[config.mk]
export PLATFORM = sky130hd
export DESIGN_NAME = mul_div_unit
export DESIGN_NICKNAME = d
export VERILOG_FILES = /design/src/rtl/cpu_pkg.sv /design/src/rtl/booth_step.sv /design/src/rtl/mul_div_unit.sv
export SDC_FILE = /design/constraint.sdc
export NUM_CORES = 1
export LEC_CHECK = 0
export ABC_AREA = 1
export CORE_UTILIZATION = 53
export DETAILED_ROUTE_END_ITERATION = 12
export GPL_ROUTABILITY_DRIVEN = 0
export HOLD_SLACK_MARGIN = 0.03
export PLACE_DENSITY_LB_ADDON = 0.12
export SYNTH_ARGS = -nofsm -noshare
export SYNTH_HDL_FRONTEND = slang
export SYNTH_SLANG_ARGS = --single-unit
[constraint.sdc]
create_clock -name clk -period 3.2 [get_ports clk]
set_input_delay 0.48 -clock clk [delete_from_list [all_inputs] [get_ports clk]]
set_output_delay 0.48 -clock clk [all_outputs]
set_load 0.01 [all_outputs]
[src/rtl/cpu_pkg.sv]
// Shared definitions for the multiply/divide engine: operand width, op encoding,
// FSM states and a two's-complement magnitude helper.
package cpu_pkg;

    localparam int WIDTH = 32;

    localparam logic OP_MUL = 1'b0;
    localparam logic OP_DIV = 1'b1;

    typedef enum logic [2:0] {
        IDLE = 3'd0,
        MUL  = 3'd1,
        DIV  = 3'd2,
        FIX  = 3'd3,
        DONE = 3'd4
    } state_e;

    // 0x80000000 maps to itself, which reads correctly as the unsigned magnitude 2^31.
    function automatic logic [WIDTH-1:0] abs_val(input logic [WIDTH-1:0] v);
        return v[WIDTH-1] ? (~v + 32'd1) : v;
    endfunction

endpackage

[src/rtl/booth_step.sv]
// One radix-2 Booth iteration: conditional add/subtract of the multiplicand into
// the upper half, then a one-bit arithmetic right shift of {acc, q-1}.
module booth_step
    import cpu_pkg::*;
(
    input  logic [2*WIDTH-1:0] acc_i,
    input  logic               qm1_i,
    input  logic [WIDTH-1:0]   a_i,
    output logic [2*WIDTH-1:0] acc_o,
    output logic               qm1_o
);

    logic [WIDTH:0] hi_ext_s;
    logic [WIDTH:0] a_ext_s;
    logic [WIDTH:0] sum_s;

    // A guard bit keeps the add/subtract exact when the multiplicand is 0x80000000.
    always_comb begin
        hi_ext_s = {acc_i[2*WIDTH-1], acc_i[2*WIDTH-1:WIDTH]};
        a_ext_s  = {a_i[WIDTH-1], a_i};
        case ({acc_i[0], qm1_i})
            2'b01:   sum_s = hi_ext_s + a_ext_s;
            2'b10:   sum_s = hi_ext_s - a_ext_s;
            default: sum_s = hi_ext_s;
        endcase
        acc_o = {sum_s, acc_i[WIDTH-1:1]};
        qm1_o = acc_i[0];
    end

endmodule

[src/rtl/mul_div_unit.sv]
// Iterative signed 32x32 Booth multiplier / restoring divider with start/busy/done.
// Define MULDIV_DIV_EN to build the divider; otherwise DIV requests report divz.
module mul_div_unit
    import cpu_pkg::*;
(
    input  logic             clk,
    input  logic             clr,
    input  logic             start,
    input  logic             op,
    input  logic [WIDTH-1:0] a,
    input  logic [WIDTH-1:0] b,
    output logic             busy,
    output logic             done,
    output logic             divz,
    output logic [WIDTH-1:0] zhi,
    output logic [WIDTH-1:0] zlo
);

    state_e             state_q, state_d;
    logic [2*WIDTH-1:0] acc_q, acc_d;
    logic               qm1_q, qm1_d;
    logic [WIDTH-1:0]   opnd_q, opnd_d;
    logic [4:0]         count_q, count_d;
    logic               busy_q, busy_d;
    logic               done_q, done_d;
    logic               divz_q, divz_d;
    logic [WIDTH-1:0]   zhi_q, zhi_d;
    logic [WIDTH-1:0]   zlo_q, zlo_d;

    logic [2*WIDTH-1:0] booth_acc_s;
    logic               booth_qm1_s;

`ifdef MULDIV_DIV_EN
    logic               qneg_q, qneg_d;
    logic               rneg_q, rneg_d;
    logic [WIDTH:0]     div_trial_s;

    // acc holds {rem, quo}; trial-subtract the divisor from the remainder after the left shift.
    assign div_trial_s = acc_q[2*WIDTH-1:WIDTH-1] - {1'b0, opnd_q};
`endif

    booth_step u_booth_step (
        .acc_i (acc_q),
        .qm1_i (qm1_q),
        .a_i   (opnd_q),
        .acc_o (booth_acc_s),
        .qm1_o (booth_qm1_s)
    );

    // Next-state and datapath update for the sequencer.
    always_comb begin
        state_d = state_q;
        acc_d   = acc_q;
        qm1_d   = qm1_q;
        opnd_d  = opnd_q;
        count_d = count_q;
        divz_d  = divz_q;
        zhi_d   = zhi_q;
        zlo_d   = zlo_q;
`ifdef MULDIV_DIV_EN
        qneg_d  = qneg_q;
        rneg_d  = rneg_q;
`endif
        case (state_q)
            IDLE: begin
                if (start) begin
                    divz_d  = 1'b0;
                    count_d = 5'd0;
                    if (op == OP_MUL) begin
                        acc_d   = {{WIDTH{1'b0}}, b};
                        opnd_d  = a;
                        qm1_d   = 1'b0;
                        state_d = MUL;
                    end else begin
`ifdef MULDIV_DIV_EN
                        if (b == 32'd0) begin
                            zlo_d   = 32'hFFFF_FFFF;
                            zhi_d   = a;
                            divz_d  = 1'b1;
                            state_d = DONE;
                        end else begin
                            acc_d   = {{WIDTH{1'b0}}, abs_val(a)};
                            opnd_d  = abs_val(b);
                            qneg_d  = a[WIDTH-1] ^ b[WIDTH-1];
                            rneg_d  = a[WIDTH-1];
                            state_d = DIV;
                        end
`else
                        zhi_d   = 32'd0;
                        zlo_d   = 32'd0;
                        divz_d  = 1'b1;
                        state_d = DONE;
`endif
                    end
                end else begin
                    state_d = IDLE;
                end
            end
            MUL: begin
                acc_d   = booth_acc_s;
                qm1_d   = booth_qm1_s;
                count_d = count_q + 5'd1;
                if (count_q == 5'd31) begin
                    zhi_d   = booth_acc_s[2*WIDTH-1:WIDTH];
                    zlo_d   = booth_acc_s[WIDTH-1:0];
                    count_d = 5'd0;
                    state_d = DONE;
                end else begin
                    state_d = MUL;
                end
            end
`ifdef MULDIV_DIV_EN
            DIV: begin
                if (!div_trial_s[WIDTH]) begin
                    acc_d = {div_trial_s[WIDTH-1:0], acc_q[WIDTH-2:0], 1'b1};
                end else begin
                    acc_d = {acc_q[2*WIDTH-2:0], 1'b0};
                end
                count_d = count_q + 5'd1;
                if (count_q == 5'd31) begin
                    count_d = 5'd0;
                    state_d = FIX;
                end else begin
                    state_d = DIV;
                end
            end
            FIX: begin
                zlo_d   = qneg_q ? -acc_q[WIDTH-1:0] : acc_q[WIDTH-1:0];
                zhi_d   = rneg_q ? -acc_q[2*WIDTH-1:WIDTH] : acc_q[2*WIDTH-1:WIDTH];
                state_d = DONE;
            end
`endif
            DONE: begin
                state_d = IDLE;
            end
            default: begin
                state_d = IDLE;
            end
        endcase
        busy_d = (state_d == MUL) || (state_d == DIV) || (state_d == FIX);
        done_d = (state_d == DONE);
    end

    // State and output registers with synchronous clear.
    always_ff @(posedge clk) begin
        if (clr) begin
            state_q <= IDLE;
            acc_q   <= {(2*WIDTH){1'b0}};
            qm1_q   <= 1'b0;
            opnd_q  <= 32'd0;
            count_q <= 5'd0;
            busy_q  <= 1'b0;
            done_q  <= 1'b0;
            divz_q  <= 1'b0;
            zhi_q   <= 32'd0;
            zlo_q   <= 32'd0;
`ifdef MULDIV_DIV_EN
            qneg_q  <= 1'b0;
            rneg_q  <= 1'b0;
`endif
        end else begin
            state_q <= state_d;
            acc_q   <= acc_d;
            qm1_q   <= qm1_d;
            opnd_q  <= opnd_d;
            count_q <= count_d;
            busy_q  <= busy_d;
            done_q  <= done_d;
            divz_q  <= divz_d;
            zhi_q   <= zhi_d;
            zlo_q   <= zlo_d;
`ifdef MULDIV_DIV_EN
            qneg_q  <= qneg_d;
            rneg_q  <= rneg_d;
`endif
        end
    end

    assign busy = busy_q;
    assign done = done_q;
    assign divz = divz_q;
    assign zhi  = zhi_q;
    assign zlo  = zlo_q;

endmodule

# == Word-level counts from Yosys, hierarchy flattened ==
# Index checks and enable logic that the tools add are counted.
# word_totals
regBits,172
input_bits,68
out_inout_bits,67
word_cells,56
# op_classes
addsub,3
n_eq_ne,12
n_mux,21
bitwise,1
n_reduce_logical,9
# op_table
op,n
2-to-1 mux 32 bit,4
2-to-1 mux 64 bit,2
case mux 32 bit (2 select lines),2
case mux 64 bit (2 select lines),1
case mux 33 bit (2 select lines),1
adder 32 x 32 -> 33 bit,1
subtractor 32 x 32 -> 33 bit,1
2-to-1 mux 5 bit,2
case mux 5 bit (2 select lines),1
2-to-1 mux 3 bit,3
"!= test 2 bit, second input constant",4
"== test 3 x 1 -> 1 bit, second input constant",2
"== test 3 x 2 -> 1 bit, second input constant",2
case mux 3 bit (2 select lines),1
AND reduction 3 bit,2
"adder 5 x 1 -> 5 bit, second input constant",1
"== test 5 bit, second input constant",1
AND reduction 2 bit,2
AND reduction 4 bit,1
"== test 3 bit, second input constant",1
logical NOT 3 bit,1
2-to-1 mux 1 bit,3
"== test 2 x 1 -> 1 bit, second input constant",1
"== test 2 bit, second input constant",1
4 further kinds,5

# == Longest topological paths before layout ==
# depth
word_depth,6
ltp_mapped,27
mapped_depth_nobuf,27

# == Modules after synthesis ==
# Synthesis repeated with hierarchy kept, for this count alone.
# hier_totals
hier_cells,1636
hier_area_um2,10591.4
# by_module_without_submodules
mod,n_inst,cells_per_inst,area_per_inst_um2,seq_area_each_um2
mul_div_unit,1,887,6786.5,3423.3
booth_step,1,749,3804.9,0.0

# == Least setup slack after synthesis ==
# OpenSTA, ideal clock, no wires.
# synth_path
kind,register to register
from,reg qm1_q
to,reg acc_q[63]
setup_time_ns,0.131
arrival_ns,2.598
required_ns,3.069
slack_ns,0.471
path_stages_with_launch,23
n_path_buf,3
period_less_slack_ns,2.729
path_cell_list,dfxtp_1 inv_1 ha_1 buf_2 inv_1 buf_2 buf_2 o21ai_0 xor2_1 ha_1 nand2_1 nor2_1 inv_2 nor2_1 nand2_1 nand2_2 nand2_1 nand2_1 inv_1 nand3_1 nand3_1 nand2_1 a21oi_2
# synth_via
elab_chain_cells,3
word_cells_on_any_way,4
classes_between,2 x eq/ne; 2 x mux
# synth_rtl
element,line_no,rtl
start: declaration,mul_div_unit.sv:21,"logic qm1_q, qm1_d;"
start signal: assignment,mul_div_unit.sv:164,qm1_q <= qm1_d;
== test 2 bit or == test 2 x 1 -> 1 bit (tied branches),booth_step.sv:21,"case ({acc_i[0], qm1_i})"
case mux 33 bit (2 select lines) (*),booth_step.sv:21,
case mux 64 bit (2 select lines) (*),mul_div_unit.sv:64,case (state_q)
end signal: assignment,mul_div_unit.sv:148,acc_q <= {(2*WIDTH){1'b0}};
end: declaration,mul_div_unit.sv:20,"logic [2*WIDTH-1:0] acc_q, acc_d;"
# Every way passes the cells marked *; elsewhere a longest branch is shown, timed or not.
# A chain may end at the register's enable or synchronous reset.

# == Worst setup path in the final report ==
# layout_path
from,reg opnd_q[2]
to,reg acc_q[61]
# layout_via
elab_chain_cells,3
word_cells_on_any_way,4
classes_between,2 x add/sub; 2 x mux
# layout_rtl
element,line_no,rtl
start: declaration,mul_div_unit.sv:22,"logic [WIDTH-1:0] opnd_q, opnd_d;"
start signal: assignment,mul_div_unit.sv:165,opnd_q <= opnd_d;
subtractor 32 x 32 -> 33 bit or adder 32 x 32 -> 33 bit (tied branches),"booth_step.sv:23, booth_step.sv:22",
case mux 33 bit (2 select lines) (*),booth_step.sv:21,
case mux 64 bit (2 select lines) (*),mul_div_unit.sv:64,
# Marked as above.

==> qor.yml <==
status:
  status: "finished with violations"
  violations: "negative setup slack"
logic_synthesis:
  synth.top_cell.area_share_pct: 35.78
  synthTopCellsByCount: "nand2_1 (307), nor2_1 (173), dfxtp_1 (171), a21oi_1 (135), o21ai_0 (129)"
  yosys_warnings: 0
  synthFlopType: "dfxtp_1"
  ys_seq_area_share_pct: 35.78
  ys_seq_elements: 171
  syn-cell-area_sq_mm: 0.009567
  syn-num-nets: 1527
  synth.avg_cell_area_sq_um: 6.728
  ys_types: 43
  synth_most_common_cell: "nand2_1"
  synthArstFlopShare_pct: 0
  synth_area_leader_cell: "dfxtp_1"
  synth_edf_count: 0
  synthCells: 1422
  synth_area_leaders: "dfxtp_1 (36%), nand2_1 (12%), a21oi_1 (7.1%)"
sta:
  finalHoldViolations: 0
  finalWorstSetupSlack_ns: -0.01927
  grt_setup_unrepaired: "yes"
  fin_tns_setup_ns: -0.01927
  max_slew.worst_pin.slew_ns: 0.8105
  fmax_mhz: 310.6
  fin_crit_ns: 3.219
  setup_viol: 1
  skew_ns: 0.01257
  slew_viol_final: 0
  maxSlewHeadroom_pct: 45.97
  min_period_over_period_pct: 100.6
finish:
  antennaDiodeCount: 0
  multiInputGateArea_sq_mm: 0.005877
  post-route-cell-area_sq_mm: 0.01237
  fillCellCount: 1437
  seq_area_sq_mm: 0.003425
  syn_to_final_growth_pct: 29.31
  fin_nets: 1651
  drive_above_1_share_pct: 16.55
  stdcell_count: 1784
setup_path:
  worstSetupEndpointType: "flop"
  start_kind: "flop"
  worstPathArrival_ns: 3.51
  cp_slowest_cell: "dfxtp_1"
  critPathMaxFanout: 4
  cpMostUsedCell: "nand2_2"
  crit_path_start: "opnd_q[2]$_SDFFE_PP0P_"
  path_cells: "inv_2 > nand3_4 > nor3_4 > nand3_4 > nor2_4 > nand2_4 > nand2_4 > nand2_4 > a21oi_4 > xor2_1 > ha_1 > nand2_2 > inv_1 > a21oi_2 > o21ai_1 > a21oi_4 > nand2_2 > nand2_2 > nand3_2 > nand2_2 > a21oi_2"
  rr_startpoint: "opnd_q[2]$_SDFFE_PP0P_"
  slowest_delay_ns: 0.33
  critPathKind: "flop to flop"
  required_ns: 3.50
floorplan:
  die_h_microns: 136.4
  die_w_microns: 136.4
  io_pins: 135
  core_area_sq_mm: 0.01748
  rows: 48
  initial_utilization_pct: 54.74
  die-area_sq_mm: 0.01859
job:
  max_cap_viol_count: 0
cts:
  clock_latency_ns: 0.45
  clkSinkCount: 171
  clk_path_buf_depth: 2
  cts_made_buffers: 17
  cts_tree: "built"
  cts.clk_slew.worst_paths_ns: 0.08
  root_buffer: "clkbuf_16"
  holdBufCountCts: 0
  htreeDepth: 4
placed_design:
  placed_area_sq_mm: 0.01109
  numPortBuffers: 134
  place_hpwl_microns: 19430
  placedCellCount: 1735
  pre_cts_ws_ns: -0.07661
drt:
  wire_per_inst_microns: 15.53
  num_vias: 9858
  finalWirelength_microns: 27710
  ant_nets: 0
  routed.top_layer: "met4"
  firstDrtPassIters: 5
  routed-wl-met3_microns: 1545
  route.detailed.drc: 0
  first_iter_violations: 806
  dr_wl_met2_microns: 13130
  avgViaCountPerCell: 5.526
  wl_met1_microns: 12080
pwr:
  power_uw: 6296
  power.leakage_uw: 0.005131
  ir_drop_mv: 0.3751
  power_density_mw_per_mm2: 509.0
global_route:
  grt_pass1_wl_microns: 43440
  grt_start_max_net_pins: 62
  antenna_found_initial: 0
  gr-total-overflow: 0
  grt_pass1_vias: 8889
  grt.total_usage_pct: 29.66
min_path:
  hold_class: "flop to flop"
  worstHoldStart: "qm1_q$_SDFFE_PP0P_"
flip-flops by register name (all words and copies together) (netlist names):
signal / flops
busy: 1
divz: 1
done: 1
acc_q: 64
zlo: 32
count_q: 5
opnd_q: 32
zhi: 32
qm1_q: 1
state_q: 2
placed cells by master, fill, tap and decap left out, types with 3 or more instances in the layout:
cell type and count:
o211ai_1 9, nand2_1 271, clkbuf_16 17, inv_1 118, nor2_1 154, nand3_1 51
o21ai_1 19, a21oi_2 26, inv_2 22, ha_4 9, buf_4 40, dfxtp_1 170
nor3_1 6, xor2_1 27, nand3_2 11, o31ai_1 3, clkdlybuf4s50_1 133, ha_1 25
o21ai_0 124, nand4_1 10, a31oi_1 31, nor2_2 15, inv_8 3, a211oi_1 18
nand2_4 7, clkinv_8 3, inv_6 5, o21bai_1 3, a21oi_1 115, nand2_2 56
nor2_4 11, xnor2_1 5, nor3_2 7
power by group:
group          total (uW)  internal [uW]  switching (uW)
registers            2370           2270            99.8
clock network        2150           1130            1020
logic                1770            704            1070
through the flow:
step | hold WS (ns) | util (%)
final | 0.4657 | 70.78
after detailed placement | 0.4571 | 63.48
after floorplan | 0.4409 | -
after global routing | 0.4890 | 70.78
after global placement | 0.4509 | 63.48
after CTS | 0.4683 | 67.19
routing by layer:
layer | up-vias | GRT usage, %
met2 | 317 | 48.45
met3 | 80 | 5.295
met5 | - | 0
met4 | 0 | 11.54
li1 | 4934 | -
met1 | 4527 | 38.61
worst max-delay path: cells and delay by family (launching register included):
kind            cells  cell delay, ns
simple gates       12            1.32
compound gates      5            0.70
flops               1            0.33
fa+ha+maj           1            0.32
xor+xnor            1            0.20
buf+inv             2            0.19
cells by family after synthesis:
group	count (synthesis)	synth area share [%]
compound gates	359	20.77
xor+xnor	34	3.113
fa+ha+maj	37	4.918
buf+inv	211	8.462
flops	171	35.78
simple gates	610	26.96
cell type report:
class,instances,area share (%)
Multi-Input combinational cell,1040,47.51
Sequential cell,171,27.68
Timing Repair Buffer,174,13.23
Inverter,142,4.329
Clock buffer,17,3.439
Tap cell,225,2.276
Clock inverter,15,1.537
worst paths after layout:
check	to	slack, ns	depth (start not counted)
setup / recovery	acc_q[61]$_SDFFE_PP0P_	-0.02	21
hold / removal	qm1_q$_SDFFE_PP0P_	0.47	2
setup reg to reg	acc_q[61]$_SDFFE_PP0P_	-0.02	21
hold reg to reg	qm1_q$_SDFFE_PP0P_	0.47	2
repair_timing:
action	4_1_cts	5_1_grt
endpoints found under the hold margin	0	0
buffers inserted	1	16
resized for setup	5	132
pin swaps	1	51
endpoints found under the setup margin	10	42
(Power assumes the default switching activity.)
